$ cat config.mk
export PLATFORM = sky130hd
export DESIGN_NAME = arith_result_serializer_flat
export DESIGN_NICKNAME = d
export VERILOG_FILES = /design/src/rtl/arith_result_serializer_if.sv /design/src/rtl/arith_result_serializer.sv /design/src/flat_wrapper.sv
export SDC_FILE = /design/constraint.sdc
export NUM_CORES = 1
export LEC_CHECK = 0
export CAP_MARGIN = 15
export CORE_MARGIN = 4
export CORE_UTILIZATION = 55
export DETAILED_ROUTE_END_ITERATION = 8
export PLACE_DENSITY_LB_ADDON = 0.05
export SYNTH_ARGS = -nofsm -noshare
export SYNTH_HDL_FRONTEND = slang
export SYNTH_SLANG_ARGS = --single-unit
$ cat constraint.sdc
create_clock -name clk -period 5.4 [get_ports clk]
set_clock_uncertainty 0.15 [all_clocks]
set_input_delay 1.08 -clock clk [delete_from_list [all_inputs] [get_ports clk]]
set_output_delay 1.08 -clock clk [all_outputs]
set_load 0.05 [all_outputs]
$ cat src/rtl/arith_result_serializer_if.sv
// Upstream result handshake into the serializer.
// The master drives a 6-bit result and its mode bit under valid/ready.
interface arith_result_serializer_if;
    logic       in_valid;
    logic       in_ready;
    logic [5:0] in_result;
    logic       in_mode;

    modport master (
        output in_valid,
        output in_result,
        output in_mode,
        input  in_ready
    );

    modport slave (
        input  in_valid,
        input  in_result,
        input  in_mode,
        output in_ready
    );
endinterface

$ cat src/rtl/arith_result_serializer.sv
// Arithmetic result serializer.
// Buffers {mode, result} words in a small FIFO and sends each one as a
// 10-bit frame on tx_out: start(0), result[0..5], mode, even parity, stop(1).
// Back-to-back frames leave STOP straight into START with no idle gap.
module arith_result_serializer #(
    parameter int DEPTH        = 4,
    parameter int CLKS_PER_BIT = 4
) (
    input  logic                      clk,
    input  logic                      rst,
    arith_result_serializer_if.slave  up,
    input  logic                      clear_ovf,
    output logic                      tx_out,
    output logic                      busy,
    output logic [$clog2(DEPTH):0]    count,
    output logic                      ovf
);

    localparam int AW = $clog2(DEPTH);
    localparam int CW = (CLKS_PER_BIT > 1) ? $clog2(CLKS_PER_BIT) : 1;
    localparam logic [CW-1:0] LAST_CYC = CW'(CLKS_PER_BIT - 1);
    localparam logic [2:0]    LAST_BIT = 3'd6;

    typedef enum logic [2:0] {
        S_IDLE,
        S_START,
        S_DATA,
        S_PARITY,
        S_STOP
    } state_t;

    // FIFO storage and pointers; the pointers carry one extra wrap bit so
    // full and empty can be told apart when the index bits match.
    logic [6:0]    r_mem [DEPTH];
    logic [AW:0]   r_wr_ptr;
    logic [AW:0]   r_rd_ptr;
    logic [AW:0]   r_count;
    logic          r_ovf;

    // Transmitter state
    state_t        r_state;
    state_t        w_state_next;
    logic [CW-1:0] r_cyc;
    logic [CW-1:0] w_cyc_next;
    logic [2:0]    r_bit;
    logic [2:0]    w_bit_next;
    logic [6:0]    r_shift;
    logic [6:0]    w_shift_next;
    logic          r_parity;
    logic          w_parity_next;
    logic          r_tx;
    logic          w_tx_next;
    logic          r_busy;

    logic          w_full;
    logic          w_empty;
    logic          w_push;
    logic          w_pop;
    logic          w_last_cyc;
    logic [6:0]    w_head;

    assign w_full     = (r_wr_ptr[AW] != r_rd_ptr[AW]) &&
                        (r_wr_ptr[AW-1:0] == r_rd_ptr[AW-1:0]);
    assign w_empty    = (r_wr_ptr == r_rd_ptr);
    assign w_push     = up.in_valid && !w_full;
    assign w_last_cyc = (r_cyc == LAST_CYC);
    assign w_head     = r_mem[r_rd_ptr[AW-1:0]];

    // A pop only looks at registered occupancy, so a word written this edge
    // cannot be popped before the next one.
    assign w_pop = !w_empty &&
                   ((r_state == S_IDLE) || ((r_state == S_STOP) && w_last_cyc));

    assign up.in_ready = !w_full;
    assign tx_out      = r_tx;
    assign busy        = r_busy;
    assign count       = r_count;
    assign ovf         = r_ovf;

    // FIFO data write
    // NOTE: storage has no reset; the pointers alone define which words are valid.
    always_ff @(posedge clk) begin
        if (w_push) begin
            r_mem[r_wr_ptr[AW-1:0]] <= {up.in_mode, up.in_result};
        end
    end

    // FIFO pointers, occupancy and sticky overflow flag
    // NOTE: state registers use non-blocking assignments so every flop samples pre-edge values.
    always_ff @(posedge clk or posedge rst) begin
        if (rst) begin
            r_wr_ptr <= '0;
            r_rd_ptr <= '0;
            r_count  <= '0;
            r_ovf    <= 1'b0;
        end else begin
            if (w_push) begin
                r_wr_ptr <= r_wr_ptr + 1'b1;
            end
            if (w_pop) begin
                r_rd_ptr <= r_rd_ptr + 1'b1;
            end
            case ({w_push, w_pop})
                2'b10:   r_count <= r_count + 1'b1;
                2'b01:   r_count <= r_count - 1'b1;
                default: r_count <= r_count;
            endcase
            // Setting wins over a same-cycle clear.
            if (up.in_valid && w_full) begin
                r_ovf <= 1'b1;
            end else if (clear_ovf) begin
                r_ovf <= 1'b0;
            end
        end
    end

    // Next-state, bit timing, shift/parity load and next line level
    // NOTE: every signal gets a default first so no path leaves it unassigned (no latches).
    always_comb begin
        w_state_next  = r_state;
        w_cyc_next    = r_cyc;
        w_bit_next    = r_bit;
        w_shift_next  = r_shift;
        w_parity_next = r_parity;
        w_tx_next     = 1'b1;

        if (r_state != S_IDLE) begin
            w_cyc_next = w_last_cyc ? '0 : r_cyc + 1'b1;
        end

        case (r_state)
            S_IDLE: begin
                if (w_pop) begin
                    w_state_next = S_START;
                    w_cyc_next   = '0;
                end
            end
            S_START: begin
                if (w_last_cyc) begin
                    w_state_next = S_DATA;
                    w_bit_next   = '0;
                end
            end
            S_DATA: begin
                if (w_last_cyc) begin
                    w_shift_next = r_shift >> 1;
                    if (r_bit == LAST_BIT) begin
                        w_state_next = S_PARITY;
                    end else begin
                        w_bit_next = r_bit + 1'b1;
                    end
                end
            end
            S_PARITY: begin
                if (w_last_cyc) begin
                    w_state_next = S_STOP;
                end
            end
            S_STOP: begin
                if (w_last_cyc) begin
                    w_state_next = w_pop ? S_START : S_IDLE;
                end
            end
            default: begin
                w_state_next = S_IDLE;
                w_cyc_next   = '0;
            end
        endcase

        // The head word and its even parity are captured on every pop.
        if (w_pop) begin
            w_shift_next  = w_head;
            w_parity_next = ^w_head;
        end

        // The line level is registered, so derive it from the next state.
        case (w_state_next)
            S_START:  w_tx_next = 1'b0;
            S_DATA:   w_tx_next = w_shift_next[0];
            S_PARITY: w_tx_next = w_parity_next;
            default:  w_tx_next = 1'b1;
        endcase
    end

    // Transmitter registers; reset drops any frame in flight and idles the line
    always_ff @(posedge clk or posedge rst) begin
        if (rst) begin
            r_state  <= S_IDLE;
            r_cyc    <= '0;
            r_bit    <= '0;
            r_shift  <= '0;
            r_parity <= 1'b0;
            r_tx     <= 1'b1;
            r_busy   <= 1'b0;
        end else begin
            r_state  <= w_state_next;
            r_cyc    <= w_cyc_next;
            r_bit    <= w_bit_next;
            r_shift  <= w_shift_next;
            r_parity <= w_parity_next;
            r_tx     <= w_tx_next;
            r_busy   <= (w_state_next != S_IDLE);
        end
    end

endmodule

$ cat src/flat_wrapper.sv
// flat-port wrapper written by rule: the top's interface ports become plain ports
module arith_result_serializer_flat 
#(
    parameter int DEPTH        = 4,
    parameter int CLKS_PER_BIT = 4
)
  (clk, rst, clear_ovf, tx_out, busy, count, ovf, up_in_valid, up_in_result, up_in_mode, up_in_ready);
  arith_result_serializer_if up_i ();
  input  logic clk;
  input  logic rst;
  input  logic clear_ovf;
  output logic tx_out;
  output logic busy;
  output logic [$clog2(DEPTH):0] count;
  output logic ovf;
  input wire logic [$bits(up_i.in_valid)-1:0] up_in_valid;
  input wire logic [$bits(up_i.in_result)-1:0] up_in_result;
  input wire logic [$bits(up_i.in_mode)-1:0] up_in_mode;
  output wire logic [$bits(up_i.in_ready)-1:0] up_in_ready;
  assign up_i.in_valid = up_in_valid;
  assign up_i.in_result = up_in_result;
  assign up_i.in_mode = up_in_mode;
  assign up_in_ready = up_i.in_ready;
  arith_result_serializer #(.DEPTH(DEPTH), .CLKS_PER_BIT(CLKS_PER_BIT)) u_core (.clk(clk), .rst(rst), .up(up_i), .clear_ovf(clear_ovf), .tx_out(tx_out), .busy(busy), .count(count), .ovf(ovf));
endmodule
; Yosys cells after proc, flatten, opt, wreduce, memory -nomap -nowiden
; Memory sizes are Yosys's and may differ from the RTL's.
; Cells that the tools add are included.
[word_totals]
ramBits = 28
n_memories = 1
ff_bits = 28
[classes]
add_sub_neg = 6
eq_ne = 17
muxes = 26
n_reduce_logical = 20
[mem_list]
columns = memory, words, word_bits, rd, rd_ports_with_merged_regs, wr, line_no
row1 = u_core.r_mem, 4, 7, 1, 0, 1, arith_result_serializer.sv:34  ; logic [6:0] r_mem [DEPTH];
[op_table]
columns = operator, count
row1 = $mux 3, 9
row2 = $mux 7, 3
row3 = $pmux 3 s5, 1
row4 = $add 3x1->3 const B, 4
row5 = $eq 3x2->1 const B, 4
row6 = $pmux 3 s2, 2
row7 = $reduce_bool 2->1, 5
row8 = $reduce_xor 7->1, 1
row9 = $eq 3x1->1 const B, 2
row10 = $eq 3x3->1 const B, 2
row11 = $mux 1, 6
row12 = $mux 2, 3
row13 = $reduce_bool 3->1, 2
row14 = $logic_and 1x1->1, 5
row15 = $eq 2x2->1 const B, 2
row16 = $ne 2x1->1 const B, 2
row17 = $pmux 2 s2, 1
row18 = $reduce_and 4->1, 1
row19 = $reduce_or 4->1, 1
row20 = $eq 3x3->1, 1
row21 = $logic_not 3->1, 1
row22 = $pmux 1 s3, 1
row23 = $sub 3x1->3 const B, 1
row24 = $add 2x1->2 const B, 1
row25 = other kinds (7), 8

; Longest topological paths before layout
; Gate-level depths: netlist (run 1).
[depth]
depth_word = 9
ltp_mapped = 10
depth_no_buf = 10

; Worst setup path after synthesis (run 1)
; OpenSTA, ideal clock, no wires.
[synth_timing]
kind = in2reg
from = in up_in_valid
to = reg u_core.r_count[2], in the netlist u_core.count[2]
stages = 9
setup_slack_ns = 2.815
n_path_buf = 0
t_arrival_ns = 2.292
cell_sequence = inv_1 -> a31oi_1 -> inv_1 -> ha_1 -> inv_1 -> fa_1 -> xor2_1 -> nor2_1 -> xor2_1
[synth_via]
elab_chain_cells = 3
[synth_rtl]
columns = element, line_no
row1 = start: declaration, flat_wrapper.sv:16  ; input wire logic [$bits(up_i.in_valid)-1:0] up_in_valid;
row2 = $logic_and 1x1->1 *, arith_result_serializer.sv:65  ; assign w_push = up.in_valid && !w_full;
row3 = $eq 2x1->1 / $eq 2x2->1 (equally long branches), arith_result_serializer.sv:103  ; case ({w_push, w_pop})
row4 = $pmux 3 s2 / $reduce_bool 2->1 (equally long branches), --
row5 = end signal: assignment, arith_result_serializer.sv:104  ; 2'b10: r_count <= r_count + 1'b1;
row6 = end signal: assignment, arith_result_serializer.sv:105  ; 2'b01: r_count <= r_count - 1'b1;
row7 = end signal: assignment, arith_result_serializer.sv:106  ; default: r_count <= r_count;
row8 = end: declaration, arith_result_serializer.sv:37  ; logic [AW:0] r_count;
; Every way passes the cells marked *; elsewhere a longest branch is shown, timed or not.
; A chain may end at the register's enable or synchronous reset.

; Final worst setup path (run 1)
[layout_timing]
from = reg u_core.r_rd_ptr[0]
to = out up_in_ready
[layout_via]
elab_chain_cells = 3
[layout_rtl]
columns = element, line_no
row1 = start: declaration, arith_result_serializer.sv:36  ; logic [AW:0] r_rd_ptr;
row2 = start signal: assignment, arith_result_serializer.sv:101  ; r_rd_ptr <= r_rd_ptr + 1'b1;
row3 = $eq 2x2->1, arith_result_serializer.sv:63  ; (r_wr_ptr[AW-1:0] == r_rd_ptr[AW-1:0]);
row4 = $logic_and 1x1->1, arith_result_serializer.sv:62  ; assign w_full = (r_wr_ptr[AW] != r_rd_ptr[AW]) &&
row5 = $logic_not 1->1, arith_result_serializer.sv:74  ; assign up.in_ready = !w_full;
row6 = end: declaration, flat_wrapper.sv:19  ; output wire logic [$bits(up_i.in_ready)-1:0] up_in_ready;
; No other way between the ends.

==> metrics.md, run 1 <==
| Metric | Value |
|---|---|
| Status | completed |
| Overall power | approximately 1.8 mW |
| Worst slew margin | 0.5798 |
| Number of I/O port buffers | 17 |
| Crit Path Max Fanout | 11 |
| Hold Vio Cnt, Final | 0 |
| Syn Nets | between 200 and 250 |
| CP Launch Type | flip-flop |
| Layout area overhead | 13.22% |
| Vias in the first global route | about 1600 |
| Yosys Warn Count | 0 |
| Worst skew pair latency | 0.30 ns |
| Fraction of layout instances using a drive strength above 1 | 0.09479 |
| # DRC | 0 |
| Cell Area, Synth | approximately 0.0026 mm^2 |
| Slowest cell on crit path | clkdlybuf4s50_1 |
| Chip Width | a little under 80 um |
| Die area | 0.005934 mm^2 |
| Clk buf depth | 2 |
| Maximum vdd drop | between 0.4 and 0.5 mV |
| GPL Wtd Cong | 0.7611 |
| Synth unique cells | 44 |
| First-pass GRT wire length | roughly 7300 um |
| Yosys reg bits | 56 |
| CP Capture Type | output port |
| Leak Pwr | roughly 1.2 nW |
| Worst path bufs/invs | 1 |
| CTS sink cnt | 56 |
| Drt first-iter violations | 52 |
| Clock slew seen by the registers of the worst setup and hold paths | around 0.09 ns |
| Nets | 231 |
| Syn_area_per_cell | around 14 um^2 |
| Worst-Margin Slew | 0.6288 ns |
| Ant. Diodes | 0 |
| TNS Setup | 0 ns |
| H-tree depth | 2 |
| Hold buffers post-CTS | 0 |
| Minimum clock period | about 3.3 ns |
| Die Y-Extent | 77.04 um |
| Post-synthesis cell count | 189 |
| Fmax | about 300 MHz |
| Post-CTS Setup Bufs | 0 |
| Post-CTS sizing | 0 |
| Dpl hpwl | slightly above 3000 um |
| Final WL | about 4200 um |
| Clk Tree Root Cell | clkbuf_8 |
| Core area | 0.004474 mm^2 |
| Routed WL per cell | around 16 um |
| Largest net degree at the start of global routing | 29 |
| Hold WS | roughly 0.34 ns |
| Hold path cells | 1 |
| Rows | 24 |
| RSZ-0062 raised after global routing | no |
| R2R depth | 7 |
| Vias per cell | ~5.6 |
| Initial antenna violation count | 0 |
| Endpoints failing setup | 0 |
| Gr usage total | 0.1588 |
| Initial Utilization | 0.5859 |
| Worst r2r src | u_core.r_rd_ptr[0]$_DFFE_PP0P_ |
| Worst EP arrival | ~2.1 ns |
| DR pass1 iterations | 4 |
| Sequential share of the synthesized area | 0.5885 |
| Critical path class | reg -> out |
| Gr ovfl total | 0 |
| Crit path from | u_core.r_rd_ptr[0]$_DFFE_PP0P_ |
| Max incr delay on CP | just over 0.8 ns |
| Family with the most delay on the worst path | buffers and inverters |
| Critical path data required time | between 4 and 5 ns |
| I/O Pins | 18 |
| Power Density | between 600 and 700 mW/mm^2 |
| Slew Limit Fails | 0 |
| Max-cap violations | 0 |
| Critical hold path startpoint | u_core.count[2]$_DFFE_PP0P_ |
| Worst path depth | 3 |
| Post-DRT Antenna Nets | 0 |
| Vias | 1474 |
| Total clock buffers created by CTS | 5 |
| Hold Crit Class | reg -> reg |
| Period utilization | 0.6154 |
| Worst path cell trace | xnor2_1, nand3_1, clkdlybuf4s50_1 |
| CTS tree | built |
Yosys cell counts (all sizes together):
cell type,instances,area [um^2]
a211oi,2,15.01
a21oi,7,35.03
a221o,1,10.01
a31oi,2,12.51
and2,5,33.78
and4b,1,10.01
buf,4,32.53
clkbuf,1,3.750
dfrtp,27,675.7
dfstp,1,26.28
edfxtp,28,840.8
fa,1,20.02
ha,9,112.6
inv,13,48.79
mux2,2,22.52
mux2i,4,40.04
mux4,7,183.9
nand2,14,52.55
nand2b,2,12.51
nand3,2,10.01
nand3b,1,7.510
nand4b,1,8.760
nor2,9,33.78
nor2b,4,25.02
nor3,4,20.02
nor3b,1,7.510
nor4bb,1,10.01
o21ai,8,47.54
o22ai,1,6.260
o311ai,1,26.28
o31a,1,8.760
o31ai,1,7.510
o32ai,1,8.760
or3,1,6.260
or3b,1,8.760
xnor2,12,112.6
xor2,8,77.58
sequential cells by signal, indices dropped and copies added, names as in the netlist:
| signal | cells |
|---|---|
| u_core.busy | 1 |
| u_core.count | 3 |
| u_core.ovf | 1 |
| u_core.r_bit | 3 |
| u_core.r_cyc | 2 |
| u_core.r_mem | 28 |
| u_core.r_parity | 1 |
| u_core.r_rd_ptr | 3 |
| u_core.r_shift | 7 |
| u_core.r_state | 3 |
| u_core.r_wr_ptr | 3 |
| u_core.tx_out | 1 |
cell families (layout without fill, tap and decap cells):
| logic type | count (synthesis) | after routing | synth area share |
|---|---|---|---|
| flops | 56 | 56 | 0.5885 |
| fa+ha+maj | 10 | 10 | 0.05060 |
| compound gates | 25 | 25 | 0.06778 |
| xor+xnor | 20 | 20 | 0.07256 |
| buf+inv | 18 | 40 | 0.03245 |
| mux | 13 | 13 | 0.09403 |
| simple gates | 47 | 47 | 0.09403 |
per-stage QoR:
stage,instance area [um^2],worst slack (ns),cells,utilization
3_5_place_dp,2834,2.153,254,0.6334
4_1_cts,2940,2.048,262,0.6572
6_report,2968,2.077,263,0.6633
5_1_grt,2968,1.967,263,0.6633
3_3_place_gp,2834,2.257,254,0.6334
2_1_floorplan,2621,2.815,189,-
path summary, 6_finish.rpt:
kind                                                       end  slack [ns]
min in group asynchronous       u_core.r_rd_ptr[2]$_DFFE_PP0P_        0.84
worst min register to register     u_core.count[2]$_DFFE_PP0P_        0.34
worst max-delay path                               up_in_ready        2.08
worst min-delay path               u_core.count[2]$_DFFE_PP0P_        0.34
worst max register to register     u_core.count[1]$_DFFE_PP0P_        2.38
max in group asynchronous              u_core.tx_out$_DFF_PP1_        3.78
where the power goes:
group          internal (mW)  switching (mW)  leakage, nW
Combinational          0.374           0.454        0.513
Clock                  0.135           0.129       0.0532
Sequential             0.603           0.122        0.592
metal layers:
metal	GRT usage	routed length [um]	vias up
li1	-	-	717
met2	0.2857	2270	15
met4	0.05516	21	0
met3	0.03513	115	3
met1	0.1868	1840	739
met5	0	0	-
cells in the final DEF (no fill, tap or decap), drive strengths merged, types with 5 or more instances in the layout:
master	netlist	routed
mux4	7	7
and2	5	5
xnor2	12	12
xor2	8	8
edfxtp	28	28
clkdlybuf4s50	0	17
clkbuf	1	5
nor2	9	9
dfrtp	27	27
ha	9	9
inv	13	13
o21ai	8	8
nand2	14	14
a21oi	7	7
area by class of cell:
cell class	count	area, um^2
well taps	52	65.06
fillers	340	1506
clock inverters	3	37.54
multi-input cells	115	999.7
repair buffers	19	205.2
clock buffers	5	68.82
flip-flops and latches	56	1543
inverters	13	48.80
Power figures use the tool's default switching activity.
==> inputs of run 2 (changes only) <==
- clock period: 5.4 -> 3.3 ns (I/O delays scaled with it)
==> run 2 against run 1 <==
Clock power grew 50%. Largest cell class unchanged. Critical endpoint unchanged. Critical path depth unchanged. Combinational power up 70%. Sequential share of layout area is 0.11 points higher. Non-clock buffer count up 3. Sequential power grew 60%. Core utilization is 0.14 points lower. Setup slack worse by 1.7 ns. Via count is 1.2% higher. Die area did not move.
==> metrics.md, run 2 (synthesis results as in run 1) <==
| Metric | Value |
|---|---|
| Post-CTS Setup Bufs | 0 |
| Clock slew seen by the registers of the worst setup and hold paths | ~0.10 ns |
| Worst path bufs/invs | 1 |
| Critical hold path startpoint | u_core.count[2]$_DFFE_PP0P_ |
| Initial antenna violation count | 0 |
| Most common cell after layout, fill and taps aside | edfxtp_1 |
| Vias | 1492 |
| Final instance area | 0.002962 mm^2 |
| Layout Utilization | 0.6619 |
| Family with the most delay on the worst path | buffers and inverters |
| Slowest cell on crit path | clkdlybuf4s50_1 |
| Hold Vio Cnt, Final | 0 |
| TNS Setup | 0 ns |
| Total clock buffers created by CTS | 5 |
| Crit Path Max Fanout | 5 |
| Core area | approximately 0.0045 mm^2 |
| Largest net degree at the start of global routing | 23 |
| Hold buffers post-CTS | 0 |
| Die Y-Extent | about 77 um |
| Initial Utilization | 0.5859 |
| Gr ovfl total | 0 |
| Hold Crit Class | reg -> reg |
| Slew Limit Fails | 0 |
| Post-CTS sizing | 0 |
| Maximum vdd drop | 0.8797 mV |
| Worst path cell trace | xor2_1, nand3_1, clkdlybuf4s50_1 |
| CP Launch Type | flip-flop |
| Nets | 234 |
| Critical path data required time | about 2.5 ns |
| Max-cap violations | 0 |
| RSZ-0062 raised after global routing | no |
| Clk buf depth | 2 |
| Critical path class | reg -> out |
| Clk Tree Root Cell | clkbuf_8 |
| Ant. Diodes | 0 |
| Final WL | a little over 4000 um |
| Leak Pwr | ~1.2 nW |
| Worst-Margin Slew | ~0.56 ns |
| Power Density | around 1000 mW/mm^2 |
| Worst slew margin | 0.6266 |
| Crit path from | u_core.r_rd_ptr[2]$_DFFE_PP0P_ |
| Switching Fraction | 0.3991 |
| Clock share of power | 0.133 |
| Layout area overhead | 12.98% |
| Post-DRT Antenna Nets | 0 |
| H-tree depth | 2 |
| Hold WS | ~0.34 ns |
| Number of I/O port buffers | 17 |
| CP Capture Type | output port |
| Vias per cell | about 5.6 |
| Psw | 1.182 mW |
| Rows | 24 |
| Gr usage total | 0.1540 |
| GPL Wtd Cong | between 0.7 and 0.8 |
| DR pass1 iterations | 3 |
| Max incr delay on CP | 0.75 ns |
| Pint | around 1.8 mW |
| Worst skew pair latency | between 0.3 and 0.4 ns |
| CTS sink cnt | 56 |
| First-pass GRT wire length | approximately 7100 um |
| Fraction of layout instances using a drive strength above 1 | 0.1168 |
| Placed Area | about 0.0029 mm^2 |
| Most frequent cells in the layout | 28 x edfxtp_1, 27 x dfrtp_1, 17 x clkdlybuf4s50_1 |
| Drt first-iter violations | 57 |
| Die area | just under 0.006 mm^2 |
| Number of flip-flops under the largest register name | 28 |
| Dpl hpwl | 3029 um |
| Comb pwr share | 0.476 |
| Minimum clock period | around 3.0 ns |
| Routed WL per cell | approximately 16 um |
| # DRC | 0 |
| Chip Width | just under 80 um |
| Worst EP arrival | around 2.2 ns |
| Seq pwr share | 0.391 |
| Endpoints failing setup | 0 |
| Status | completed |
| I/O Pins | 18 |
| Vias in the first global route | ~1500 |
| Worst r2r src | u_core.r_state[0]$_DFF_PP0_ |
| Fmax | about 340 MHz |
| CTS tree | built |
| Period utilization | 0.9005 |
## run 2: changes by cell type in the layout (fill, tap and decap cells not counted)
| cell | previous run | this run |
|---|---|---|
| buf_16 | 1 | 0 |
| buf_4 | 1 | 5 |
| bufinv_16 | 1 | 0 |
| clkinv_1 | 2 | 0 |
| inv_6 | 0 | 2 |
| inv_8 | 0 | 1 |
## run 2: worst paths after layout
check | to | slack [ns] | cells past startpoint
max | up_in_ready | 0.33 | 3
min | u_core.count[2]$_DFFE_PP0P_ | 0.34 | 1
max reg2reg | u_core.count[2]$_DFFE_PP0P_ | 0.66 | 9
min reg2reg | u_core.count[2]$_DFFE_PP0P_ | 0.34 | 1
max in group asynchronous | u_core.tx_out$_DFF_PP1_ | 1.97 | 3
min in group asynchronous | u_core.ovf$_DFFE_PP0P_ | 0.41 | 2
## run 2: power by group through the flow
stage	combinational, mW	sequential (mW)	clock, mW
finish	1.41	1.16	0.395
global route	1.57	1.19	0.445
CTS	1.43	1.16	0.411
detailed placement	1.43	1.17	0
global placement	1.38	1.16	0
floorplan	1.05	1.22	0
## run 2: worst reg2reg max path, stage by stage (launching register included)
cell and delay [ns]:
dfrtp_1 0.48, nor2_1 0.43, o311ai_4 0.17, inv_1 0.25
ha_1 0.24, inv_1 0.06, fa_1 0.37, xor2_1 0.15
nor2_1 0.11, xor2_1 0.15
## run 2: metal layers
| metal | global-route usage | share of wire |
|---|---|---|
| met2 | 0.2796 | 0.54 |
| met4 | 0.04804 | 0.015 |
| met3 | 0.03279 | 0.021 |
| met5 | 0 | 0 |
| met1 | 0.1819 | 0.42 |
## run 2: area by class of cell
class / count / area [um^2]
sequential: 56 / 1543
timing repair buffer: 22 / 207.7
inverter: 13 / 48.80
fill: 328 / 1513
clock inverter: 3 / 28.78
tap: 52 / 65.06
clock buffer: 5 / 68.82
multi-input combinational: 115 / 999.7
## run 2: metrics by stage
| stage | std cells | power (mW) | setup WS [ns] |
|---|---|---|---|
| 2_1_floorplan | 189 | 2.267 | 0.9144 |
| 3_3_place_gp | 258 | 2.534 | 0.6827 |
| 3_5_place_dp | 258 | 2.600 | 0.6016 |
| 4_1_cts | 266 | 3.002 | 0.3069 |
| 5_1_grt | 266 | 3.198 | 0.1856 |
| 6_report | 266 | 2.963 | 0.3285 |
